## config.mk

```make
export PLATFORM = sky130hd
export DESIGN_NAME = tx_word_arbiter
export DESIGN_NICKNAME = d
export VERILOG_FILES = /design/src/rtl/tx_arb_pkg.sv /design/src/rtl/tx_word_arbiter_rr_pick.sv /design/src/rtl/tx_word_arbiter.sv
export SDC_FILE = /design/constraint.sdc
export NUM_CORES = 1
export LEC_CHECK = 0
export CORE_AREA = 2 2 606 608
export CTS_CLUSTER_SIZE = 16
export DETAILED_ROUTE_END_ITERATION = 8
export DIE_AREA = 0 0 608 610
export PLACE_DENSITY = 0.3
export SYNTH_ARGS = -nofsm -noshare
export SYNTH_HDL_FRONTEND = slang
export SYNTH_SLANG_ARGS = --single-unit
```

## constraint.sdc

```tcl
create_clock -name clk -period 3.26 [get_ports clk]
set_input_delay 0.652 -clock clk [delete_from_list [all_inputs] [get_ports clk]]
set_output_delay 0.652 -clock clk [all_outputs]
set_load 0.05 [all_outputs]
```

## src/rtl/tx_arb_pkg.sv

```systemverilog
// Shared definitions for the transmitter word arbiter: state encoding, clog2 helper, default width.
package tx_arb_pkg;

  localparam int unsigned DEF_DATA_W = 382;

  typedef enum logic [2:0] {
    S_IDLE         = 3'd0,
    S_TX_RST       = 3'd1,
    S_START        = 3'd2,
    S_WAIT         = 3'd3,
    S_ACK          = 3'd4,
    S_TX_RST_ABORT = 3'd5
  } state_t;

  // Ceiling log2, never below 1 so single-bit indices stay legal.
  function automatic int unsigned clog2(input int unsigned n);
    int unsigned r;
    r = 1;
    while ((64'd1 << r) < 64'(n)) r++;
    return r;
  endfunction

endpackage

```

## src/rtl/tx_word_arbiter_rr_pick.sv

```systemverilog
// Round-robin pick: first set request searching upward from ptr+1, wrapping.
module rr_pick
  import tx_arb_pkg::*;
#(
  parameter int unsigned N = 3,
  parameter int unsigned W = clog2(N)
) (
  input  logic [N-1:0] req,
  input  logic [W-1:0] ptr,
  output logic [N-1:0] grant,
  output logic [W-1:0] idx
);

  logic         found;
  logic [W-1:0] cand;

  always_comb begin
    grant = '0;
    idx   = '0;
    found = 1'b0;
    cand  = '0;
    for (int unsigned i = 1; i <= N; i++) begin
      cand = W'((32'(ptr) + i) % N);
      if (!found && req[cand]) begin
        found       = 1'b1;
        grant[cand] = 1'b1;
        idx         = cand;
      end
    end
  end

endmodule

```

## src/rtl/tx_word_arbiter.sv

```systemverilog
// Shares one word transmitter among N_REQ requesters: round-robin grant, reset/start/done sequencing.
// Optional tx_done watchdog with abort path is enabled by defining TX_ARB_WATCHDOG_EN.
module tx_word_arbiter
  import tx_arb_pkg::*;
#(
  parameter int unsigned N_REQ       = 3,
  parameter int unsigned DATA_W      = DEF_DATA_W,
  parameter int unsigned TIMEOUT_CYC = 600000
) (
  input  logic                      clk,
  input  logic                      reset,
  input  logic [N_REQ-1:0]          req,
  input  logic [N_REQ*DATA_W-1:0]   req_data,
  output logic [N_REQ-1:0]          ack,
  output logic [clog2(N_REQ)-1:0]   grant_id,
  output logic                      busy,
  output logic [DATA_W-1:0]         tx_data,
  output logic                      tx_start,
  output logic                      tx_reset,
  input  logic                      tx_done,
  output logic                      tx_err
);

  localparam int unsigned ID_W = clog2(N_REQ);

  state_t              state;
  logic [ID_W-1:0]     ptr;
  logic [N_REQ-1:0]    pick_grant;
  logic [ID_W-1:0]     pick_idx;
  logic [DATA_W-1:0]   pick_word;

  rr_pick #(.N(N_REQ), .W(ID_W)) u_pick (
    .req   (req),
    .ptr   (ptr),
    .grant (pick_grant),
    .idx   (pick_idx)
  );

  always_comb begin
    pick_word = '0;
    for (int unsigned i = 0; i < N_REQ; i++) begin
      if (pick_grant[i]) pick_word = req_data[i*DATA_W +: DATA_W];
    end
  end

`ifdef TX_ARB_WATCHDOG_EN
  logic [31:0] wd_cnt;
  assign tx_reset = reset | (state == S_TX_RST) | (state == S_TX_RST_ABORT);
`else
  logic unused_cfg;
  assign unused_cfg = ^32'(TIMEOUT_CYC);
  assign tx_reset   = reset | (state == S_TX_RST);
  assign tx_err     = 1'b0;
`endif

  always_ff @(posedge clk) begin
    if (reset) begin
      state    <= S_IDLE;
      ptr      <= ID_W'(N_REQ - 1);
      grant_id <= '0;
      ack      <= '0;
      busy     <= 1'b0;
      tx_data  <= '0;
      tx_start <= 1'b0;
`ifdef TX_ARB_WATCHDOG_EN
      wd_cnt   <= '0;
      tx_err   <= 1'b0;
`endif
    end else begin
      ack <= '0;
`ifdef TX_ARB_WATCHDOG_EN
      tx_err <= 1'b0;
`endif
      case (state)
        S_IDLE: begin
          if (|req) begin
            grant_id <= pick_idx;
            ptr      <= pick_idx;
            tx_data  <= pick_word;
            busy     <= 1'b1;
            state    <= S_TX_RST;
          end
        end
        S_TX_RST: begin
          tx_start <= 1'b1;
          state    <= S_START;
        end
        S_START: begin
`ifdef TX_ARB_WATCHDOG_EN
          wd_cnt <= '0;
`endif
          state <= S_WAIT;
        end
        S_WAIT: begin
          if (tx_done) begin
            tx_start      <= 1'b0;
            ack[grant_id] <= 1'b1;
            state         <= S_ACK;
          end
`ifdef TX_ARB_WATCHDOG_EN
          // Abort without ack; ptr keeps the aborted winner so the next one gets a turn.
          else if (wd_cnt == 32'(TIMEOUT_CYC - 1)) begin
            tx_start <= 1'b0;
            tx_err   <= 1'b1;
            state    <= S_TX_RST_ABORT;
          end else begin
            wd_cnt <= wd_cnt + 32'd1;
          end
`endif
        end
        S_ACK: begin
          busy  <= 1'b0;
          state <= S_IDLE;
        end
`ifdef TX_ARB_WATCHDOG_EN
        S_TX_RST_ABORT: begin
          busy  <= 1'b0;
          state <= S_IDLE;
        end
`endif
        default: begin
          busy     <= 1'b0;
          tx_start <= 1'b0;
          state    <= S_IDLE;
        end
      endcase
    end
  end

endmodule

```

== Yosys cells after proc, flatten, opt, wreduce, memory -nomap -nowiden ==
Cells that the tools add are included.
Widths: inputs -> output; s select.
Storage, ports and cells
  register bits: 394
  latch bits: 0
  bits in writable memories: 0
  bits in read-only memories: 0
  logic and storage cells: 83
  memories: 0
Cells by class
  $add $sub $neg: 3
  multipliers: 0
  divide/modulo/power cells: 3
  order comparisons: 8
  equality and inequality tests: 6
  shifts and indexed selects: 0
  multiplexer cells: 32
  bitwise operators: 7
  reduce and logical (&&, ||, !) cells: 17
Operator list (count)
  $mux 382: 3
  $mod 32x2->32 const B: 3
  $mux 3: 5
  $lt 2x3->1 const B: 4
  $pmux 3 s4: 1
  $reduce_or 3->1: 4
  $mux 1: 11
  $demux 1 s2: 4
  $ge 2x1->1 const B: 4
  $reduce_and 2->1: 4
  $add 2x2->3 const B: 2
  $bmux 1 s2: 3
  $eq 3x2->1 const B: 2
  $logic_and 1x1->1: 6
  $mux 2: 3
  $or 3x3->3: 2
  $ne 2x2->1 const B: 2
  $not 1->1: 4
  $add 2x1->3 const B: 1
  $eq 3x1->1 const B: 1
  $eq 3x3->1 const B: 1
  $logic_not 3->1: 1
  $pmux 1 s3: 1
  $logic_not 1->1: 2
  other kinds (2): 2

== Longest topological paths before layout ==
Gate-level depths: netlist (run 1).
  word-level depth: 14
  depth in mapped cells: 11

== Modules after synthesis ==
Synthesis (run 1) repeated with hierarchy kept, for this count alone.
Unflattened totals
  cells, all modules: 2294
  area total of the unflattened synthesis: 24471.0 um2
Modules (own cells, without submodules)
  tx_word_arbiter: times used 1, cells an instance 2259, area each 24190.7 um2
  rr_pick: times used 1, cells an instance 35, area each 280.3 um2

== Worst setup path before layout (run 1) ==
OpenSTA, ideal clock, no wires.
  path type: flip-flop to flip-flop
  start point: reg, netlist name grant_id[0]
  end point: reg tx_data[296]
  setup time: 0.119 ns
  arrival: 2.211 ns
  data required time: 3.141 ns
  path slack: 0.930 ns
  cell stages (with the launch flop): 11
  path buffers: 3
  cells stage by stage: dfxtp_1 -> inv_1 -> ha_1 -> buf_4 -> and3b_1 -> a2111oi_4 -> o22ai_2 -> buf_2 -> buf_1 -> a31oi_1 -> o21ai_1
RTL lines
  end signal: assignment: line tx_word_arbiter.sv:79  | tx_data <= pick_word;
  end: declaration: line tx_word_arbiter.sv:17  | output logic [DATA_W-1:0] tx_data,

==> results.py, run 1 <==
metrics = {
    "layout": {
        "drive_gt1_share_pct": 12.38,
        "layout-area-overhead-vs-synth_pct": 110.8,
        "fill_cells": 41840,
        "fin_nets": 5408,
        "layout.cells.non_filler": 9147,
        "fin_util_pct": 12.82,
        "multi_input_area_um2": 12570,
        "ff_latch_area_um2": 7868,
    },
    "placed_design": {
        "dp.cells": 8995,
        "dpl.hpwl_um": 251400,
        "dp_slack_ps": -476.4,
        "routabilityCongestion": 0.8559,
        "io_buffers": 1541,
    },
    "timing": {
        "setup_viol": 2,
        "max_freq_mhz": 299.9,
        "rsz0062_at_grt": "false",
        "worst_slew_pin_slew_ps": 1212,
        "period_needed_ps": 3334,
        "hold_viol": 0,
        "relSlewSlack_pct": 19.17,
        "slew_viol_final": 0,
        "hold_slack_ps": 474.9,
        "setup_ws_ps": -74.16,
        "worst_clock_skew_ps": 68.15,
        "period_share_pct": 102.3,
        "fin_tns_setup_ps": -98.80,
    },
    "critical_path": {
        "cp-start-kind": "flop",
        "crit_arrival_ps": 3980,
        "critical_path_class": "reg2reg",
        "worst-path-max-fanout": 70,
        "crit_required_ps": 3900,
        "end_kind": "flop",
        "rrSetupSlack_ps": -70,
    },
    "route": {
        "drt_wl_total_um": 289700,
        "routed_via_density": 3.266,
        "drtIter0Drc": 1763,
        "num_vias": 29870,
        "first_pass_iters": 5,
        "drtAntennaViolNets": 0,
        "wl_per_cell_um": 31.68,
        "drc": 0,
    },
    "synth": {
        "synth_cell_types": 42,
        "synth_area_um2": 22160,
        "syn-num-nets": 3877,
        "ys_warn_count": 0,
        "synthCells": 2721,
        "yosysSeqAreaShare_pct": 35.51,
        "synth_edf_count": 0,
        "async_flop_share_pct": 0,
        "ys_ff_latch": 393,
        "ys_dominant_reg_cell": "dfxtp_1",
        "synth.avg_cell_area_um2": 8.143,
    },
    "worst_hold_path": {
        "hold_class": "reg2reg",
    },
    "floorplanning": {
        "start_util_pct": 6.080,
        "dieWidth_um": 608,
        "dieArea_um2": 370900,
        "rows": 222,
        "coreArea_um2": 364400,
        "pin_count": 1543,
        "die_h_um": 610,
    },
    "cts": {
        "clkSinkCount": 393,
        "cts_setup_buffers": 0,
        "htreeDepth": 3,
        "cts_buffers": 71,
        "clockBufferDepth": 4,
        "path_clk_slew_ps": 60,
        "cts_tree": "done",
        "clock_latency_ps": 790,
        "cts-root-buf": "clkbuf_16",
    },
    "outcome": {
        "violations": "setup timing",
        "status": "finished with violations",
    },
    "flow_run": {
        "max-cap-violations": 0,
    },
    "power_and_ir_drop": {
        "leakagePower_uw": 0.01745,
        "peakVddDrop_mv": 0.3839,
        "powerDensity_nw_per_um2": 745.7,
    },
    "grt": {
        "gr-usage-all-layers_pct": 14.99,
        "grt_pass1_wl_um": 358900,
        "antenna_found_initial": 117,
        "grt_pass1_vias": 30320,
        "grt_start_max_net_pins": 193,
        "overflow": 0,
    },
}
[through the flow]
step / area, um2 / power (uW)
after floorplan: 22160 / 16150
after global placement: 44200 / 27570
after detailed placement: 44200 / 27500
after CTS: 46610 / 36020
after global routing: 46650 / 36900
final: 46720 / 34840
[worst paths after layout]
| path | end | cells after the start | from |
|---|---|---|---|
| setup / recovery | tx_data[206] | 9 | grant_id[0] |
| hold / removal | busy | 2 | busy |
| setup reg to reg | tx_data[206] | 9 | grant_id[0] |
| hold reg to reg | busy | 2 | busy |
[metal layers]
metal | global-route usage (%) | wire (um) | vias to the layer above
met5 | 0 | 456 | -
met4 | 2.414 | 4623 | 68
met3 | 8.162 | 35740 | 278
met2 | 26.28 | 142600 | 1291
met1 | 15.94 | 106300 | 14810
li1 | - | - | 13420
[final cells by class]
class / instances / area share, %
sequential: 393 / 16.84
clock inverter: 26 / 0.7338
antenna: 34 / 0.1821
tap: 4816 / 12.90
timing repair buffer: 1801 / 38.10
clock buffer: 92 / 4.274
multi-input combinational: 1977 / 26.90
inverter: 8 / 0.06428
[what timing repair did]
| item | CTS | global route |
|---|---|---|
| endpoints found under the setup margin | 18 | 55 |
| resized for setup | 10 | 4 |
| pin swaps | 1 | 0 |
| hold buffers | 0 | 0 |
[power breakdown]
| part | switching [uW] | leakage, uW | internal (uW) |
|---|---|---|---|
| Clock | 3240 | 0.00113 | 4790 |
| Combinational | 13200 | 0.0131 | 6800 |
| Sequential | 962 | 0.00322 | 5860 |
| Total | 17400 | 0.0174 | 17400 |
[cells in the mapped netlist (3+ instances only)]
library cell	number	area share, %
dfxtp_1	393	36
o21ai_0	385	8.7
a21o_1	382	13
a31oi_1	382	11
nand3b_1	382	13
o21ai_1	380	8.6
buf_2	164	3.7
clkbuf_1	127	2.2
buf_6	42	2.1
nor2_1	10	0.17
a21oi_1	9	0.20
inv_1	8	0.14
nand2_1	7	0.12
buf_1	6	0.10
ha_1	4	0.23
nor3_1	4	0.090
buf_4	3	0.10
mux2i_1	3	0.14
nand2b_1	3	0.085
[kinds of logic (layout without fill, tap and decap cells)]
kind of cell,Yosys count,count (layout),share of synthesized area [%]
AO/OA/AOI/OAI,1554,1554,42.08
AND/OR/NAND/NOR,415,415,13.68
flip-flops,393,393,35.51
buffers and inverters,351,1927,8.352
adder cells (fa/ha/maj),4,4,0.2259
multiplexers,3,3,0.1355
other,1,35,0.01692
[registers in the layout (all words and copies together), names as in the netlist]
name      cells
ptr           1
tx_start      1
busy          1
tx_data     382
grant_id      2
state         3
ack           3
[layout by cell type, fill, tap and decap left out, types with 2 or more instances in the layout]
master           count
inv_1                8
o21ai_1            380
nor3_1               4
nand3b_1           382
nand2_1              7
a211oi_1             2
inv_6                3
a21o_1             382
clkbuf_8            12
dfxtp_1            393
buf_4              336
nand2b_1             3
ha_1                 3
a31oi_4              2
clkinvlp_4           6
buf_12              61
and3_1               2
mux2i_1              2
clkbuf_16           72
clkbuf_1             8
nor2_1              10
diode_2             34
clkinv_2             7
a21oi_1              9
clkdlybuf4s50_1   1403
a31oi_2              7
bufinv_16            6
clkinv_4             3
o221ai_1             2
o21ai_0            385
a31oi_1            373
[critical path: stages, from the launching register on]
cell,delay [ps]
dfxtp_1,310
inv_1,280
ha_1,350
and3b_1,240
a2111oi_4,390
o22ai_4,240
buf_12,250
buf_4,270
a31oi_1,600
o21ai_1,150
Power figures use the tool's default switching activity.
==> run 2: changes to the inputs <==
--- a/config.mk
+++ b/config.mk
@@ -5,10 +5,12 @@
 export SDC_FILE = /design/constraint.sdc
 export NUM_CORES = 1
 export LEC_CHECK = 0
-export CORE_AREA = 2 2 606 608
+export ABC_AREA = 1
+export CAP_MARGIN = 0
+export CORE_AREA = 2 2 596 598
 export CTS_CLUSTER_SIZE = 16
 export DETAILED_ROUTE_END_ITERATION = 8
-export DIE_AREA = 0 0 608 610
+export DIE_AREA = 0 0 598 600
 export PLACE_DENSITY = 0.3
 export SYNTH_ARGS = -nofsm -noshare
 export SYNTH_HDL_FRONTEND = slang
==> results.py, run 2 <==
metrics = {
    "synth": {
        "yosysTopAreaCellShare_pct": 33.68,
        "ys_warn_count": 0,
        "synth.avg_cell_area_um2": 6.010,
        "synth_largest_area_cell": "dfxtp_1",
        "synthTopCellsByCount": "1170 x nand2_1, 1151 x a21oi_1, 401 x inv_1, 393 x dfxtp_1, 390 x nand3_1",
        "synth_area_leaders": "dfxtp_1 34%, a21oi_1 25%, nand2_1 19%",
        "synth_most_common_cell": "nand2_1",
        "synth_cell_types": 25,
        "syn-num-nets": 5043,
        "synth_area_um2": 23360,
        "yosysSeqAreaShare_pct": 33.68,
        "synth_edf_count": 0,
        "ys_dominant_reg_cell": "dfxtp_1",
        "async_flop_share_pct": 0,
        "ys_ff_latch": 393,
        "synthCells": 3887,
    },
    "critical_path": {
        "crit_required_ps": 2610,
        "critical_path_class": "reg2out",
        "cp_slowest_stage_delay_ps": 1030,
        "rrSetupSlack_ps": 350,
        "crit_buf_inv": 1,
        "slowest_stage": "clkdlybuf4s50_1",
        "cp-start-kind": "flop",
        "crit_arrival_ps": 2290,
        "crit_chain": "clkdlybuf4s50_1",
        "end_kind": "primary output",
        "critical_path.top_delay_family": "buffers and inverters",
        "worst-path-max-fanout": 2,
    },
    "grt": {
        "antenna_found_initial": 119,
        "grt_start_max_net_pins": 103,
        "grt_pass1_vias": 33610,
        "overflow": 0,
        "gr-usage-all-layers_pct": 14.83,
        "grt_pass1_wl_um": 350700,
    },
    "timing": {
        "slew_viol_final": 0,
        "period_needed_ps": 2941,
        "worst_slew_pin_slew_ps": 979.2,
        "period_share_pct": 90.22,
        "setup_viol": 0,
        "max_freq_mhz": 340.0,
        "rsz0062_at_grt": "false",
        "hold_slack_ps": 237.8,
        "hold_viol": 0,
        "relSlewSlack_pct": 34.51,
        "worst_clock_skew_ps": 61.20,
    },
    "placed_design": {
        "routabilityCongestion": 0.9094,
        "dpl.hpwl_um": 242100,
        "post_dp_cell_area_um2": 45520,
        "io_buffers": 1541,
    },
    "cts": {
        "cts_buffers": 70,
        "clockBufferDepth": 4,
        "cts_setup_buffers": 0,
        "cts_tree": "done",
        "htreeDepth": 3,
        "cts-root-buf": "clkbuf_16",
        "ctsResizeCount": 0,
        "clkSinkCount": 393,
        "clock_latency_ps": 800,
        "cts_hold_buf": 0,
        "path_clk_slew_ps": 60,
    },
    "layout": {
        "final_cell_mix": "1407 x clkdlybuf4s50_1, 1169 x nand2_1, 1151 x a21oi_1",
        "top_regs": "tx_data: 382 flops, ack: 3 flops, state: 3 flops",
        "mostFrequentLayoutCell": "clkdlybuf4s50_1",
        "largest_reg_flops": 382,
        "layout-area-overhead-vs-synth_pct": 104.4,
        "design_area_um2": 47760,
        "fill_cells": 40720,
        "multi_input_area_um2": 12370,
        "ff_latch_area_um2": 7868,
        "drive_gt1_share_pct": 9.091,
        "top_register": "tx_data",
        "fin_nets": 6559,
    },
    "power_and_ir_drop": {
        "powerDensity_nw_per_um2": 852.9,
        "power.internal_uw": 18880,
        "power_frac_clock_pct": 18.4,
        "swShare_pct": 53.66,
        "power_uw": 40730,
        "seqPwrFrac_pct": 16.9,
        "p_sw_uw": 21860,
        "peakVddDrop_mv": 0.3204,
        "leakagePower_uw": 0.01906,
        "comb_power_share_pct": 64.6,
    },
    "outcome": {
        "status": "completed",
    },
    "floorplanning": {
        "rows": 218,
        "dieWidth_um": 598,
        "die_h_um": 600,
        "start_util_pct": 6.639,
        "dieArea_um2": 358800,
        "pin_count": 1543,
        "coreArea_um2": 351900,
    },
    "route": {
        "first_pass_iters": 5,
        "num_vias": 33350,
        "drtIter0Drc": 2037,
        "drtAntennaViolNets": 0,
        "drt_wl_total_um": 278300,
        "wl_per_cell_um": 27.59,
        "routed_via_density": 3.306,
        "drc": 0,
    },
    "flow_run": {
        "max-cap-violations": 0,
    },
    "worst_hold_path": {
        "hold_class": "in2reg",
    },
}
[run 2: cell count changes in the layout (fill, tap and decap cells not counted), moves of 372 or more]
cell	change
nand2_1	+1162
o21ai_0	-380
nand3_1	+389
a21o_1	-382
a21oi_1	+1142
a31oi_1	-372
nand3b_1	-382
o21ai_1	-380
inv_1	+392
[run 2: worst paths after layout]
| path | startpoint | endpoint | cells after the start |
|---|---|---|---|
| worst max-delay path | tx_data[214] | tx_data[214] | 1 |
| worst min-delay path | reset | tx_data[66] | 2 |
| worst max register to register | grant_id[0] | tx_data[23] | 15 |
| worst min register to register | tx_data[88] | tx_data[88] | 2 |
[run 2: cell type report]
| class | count | area share [%] |
|---|---|---|
| diodes | 24 | 0.1258 |
| clock buffers | 90 | 4.077 |
| clock inverters | 24 | 0.4847 |
| inverters | 404 | 3.191 |
| multi-input cells | 2750 | 25.91 |
| flip-flops and latches | 393 | 16.47 |
| well taps | 4620 | 12.10 |
| repair buffers | 1784 | 37.63 |
[run 2: logic make-up after synthesis]
family	Yosys count	share of synthesized area (%)
buf+inv	744	13.46
other cells	1	0.01605
compound gates	1159	24.89
fa+ha+maj	4	0.2142
simple gates	1586	27.73
flops	393	33.68
[run 2: power by group through the flow]
| stage | clock network [uW] | registers, uW | logic, uW |
|---|---|---|---|
| 2_1_floorplan | 0 | 11100 | 8510 |
| 3_3_place_gp | 0 | 7000 | 27200 |
| 3_5_place_dp | 0 | 7020 | 27100 |
| 4_1_cts | 7950 | 6940 | 27200 |
| 5_1_grt | 8060 | 7070 | 28400 |
| 6_report | 7500 | 6900 | 26300 |
[run 2: per-layer routing]
metal | up-vias | global-route usage, % | part of all wire [%]
met3 | 316 | 6.706 | 11
met5 | - | 0 | 0.16
met4 | 66 | 2.401 | 1.7
met1 | 15840 | 16.87 | 39
li1 | 15740 | - | -
met2 | 1389 | 25.65 | 48
[run 2: through the flow]
stage / worst slack, ps / TNS, ps / utilization (%) / instances
2_1_floorplan: 1073 / 0 / - / 3887
3_3_place_gp: -289.6 / -11390 / 12.94 / 9951
3_5_place_dp: -225.4 / -5473 / 12.94 / 9951
4_1_cts: 99.44 / 0 / 13.56 / 10070
5_1_grt: 144.3 / 0 / 13.56 / 10070
6_report: 318.8 / 0 / 13.57 / 10090
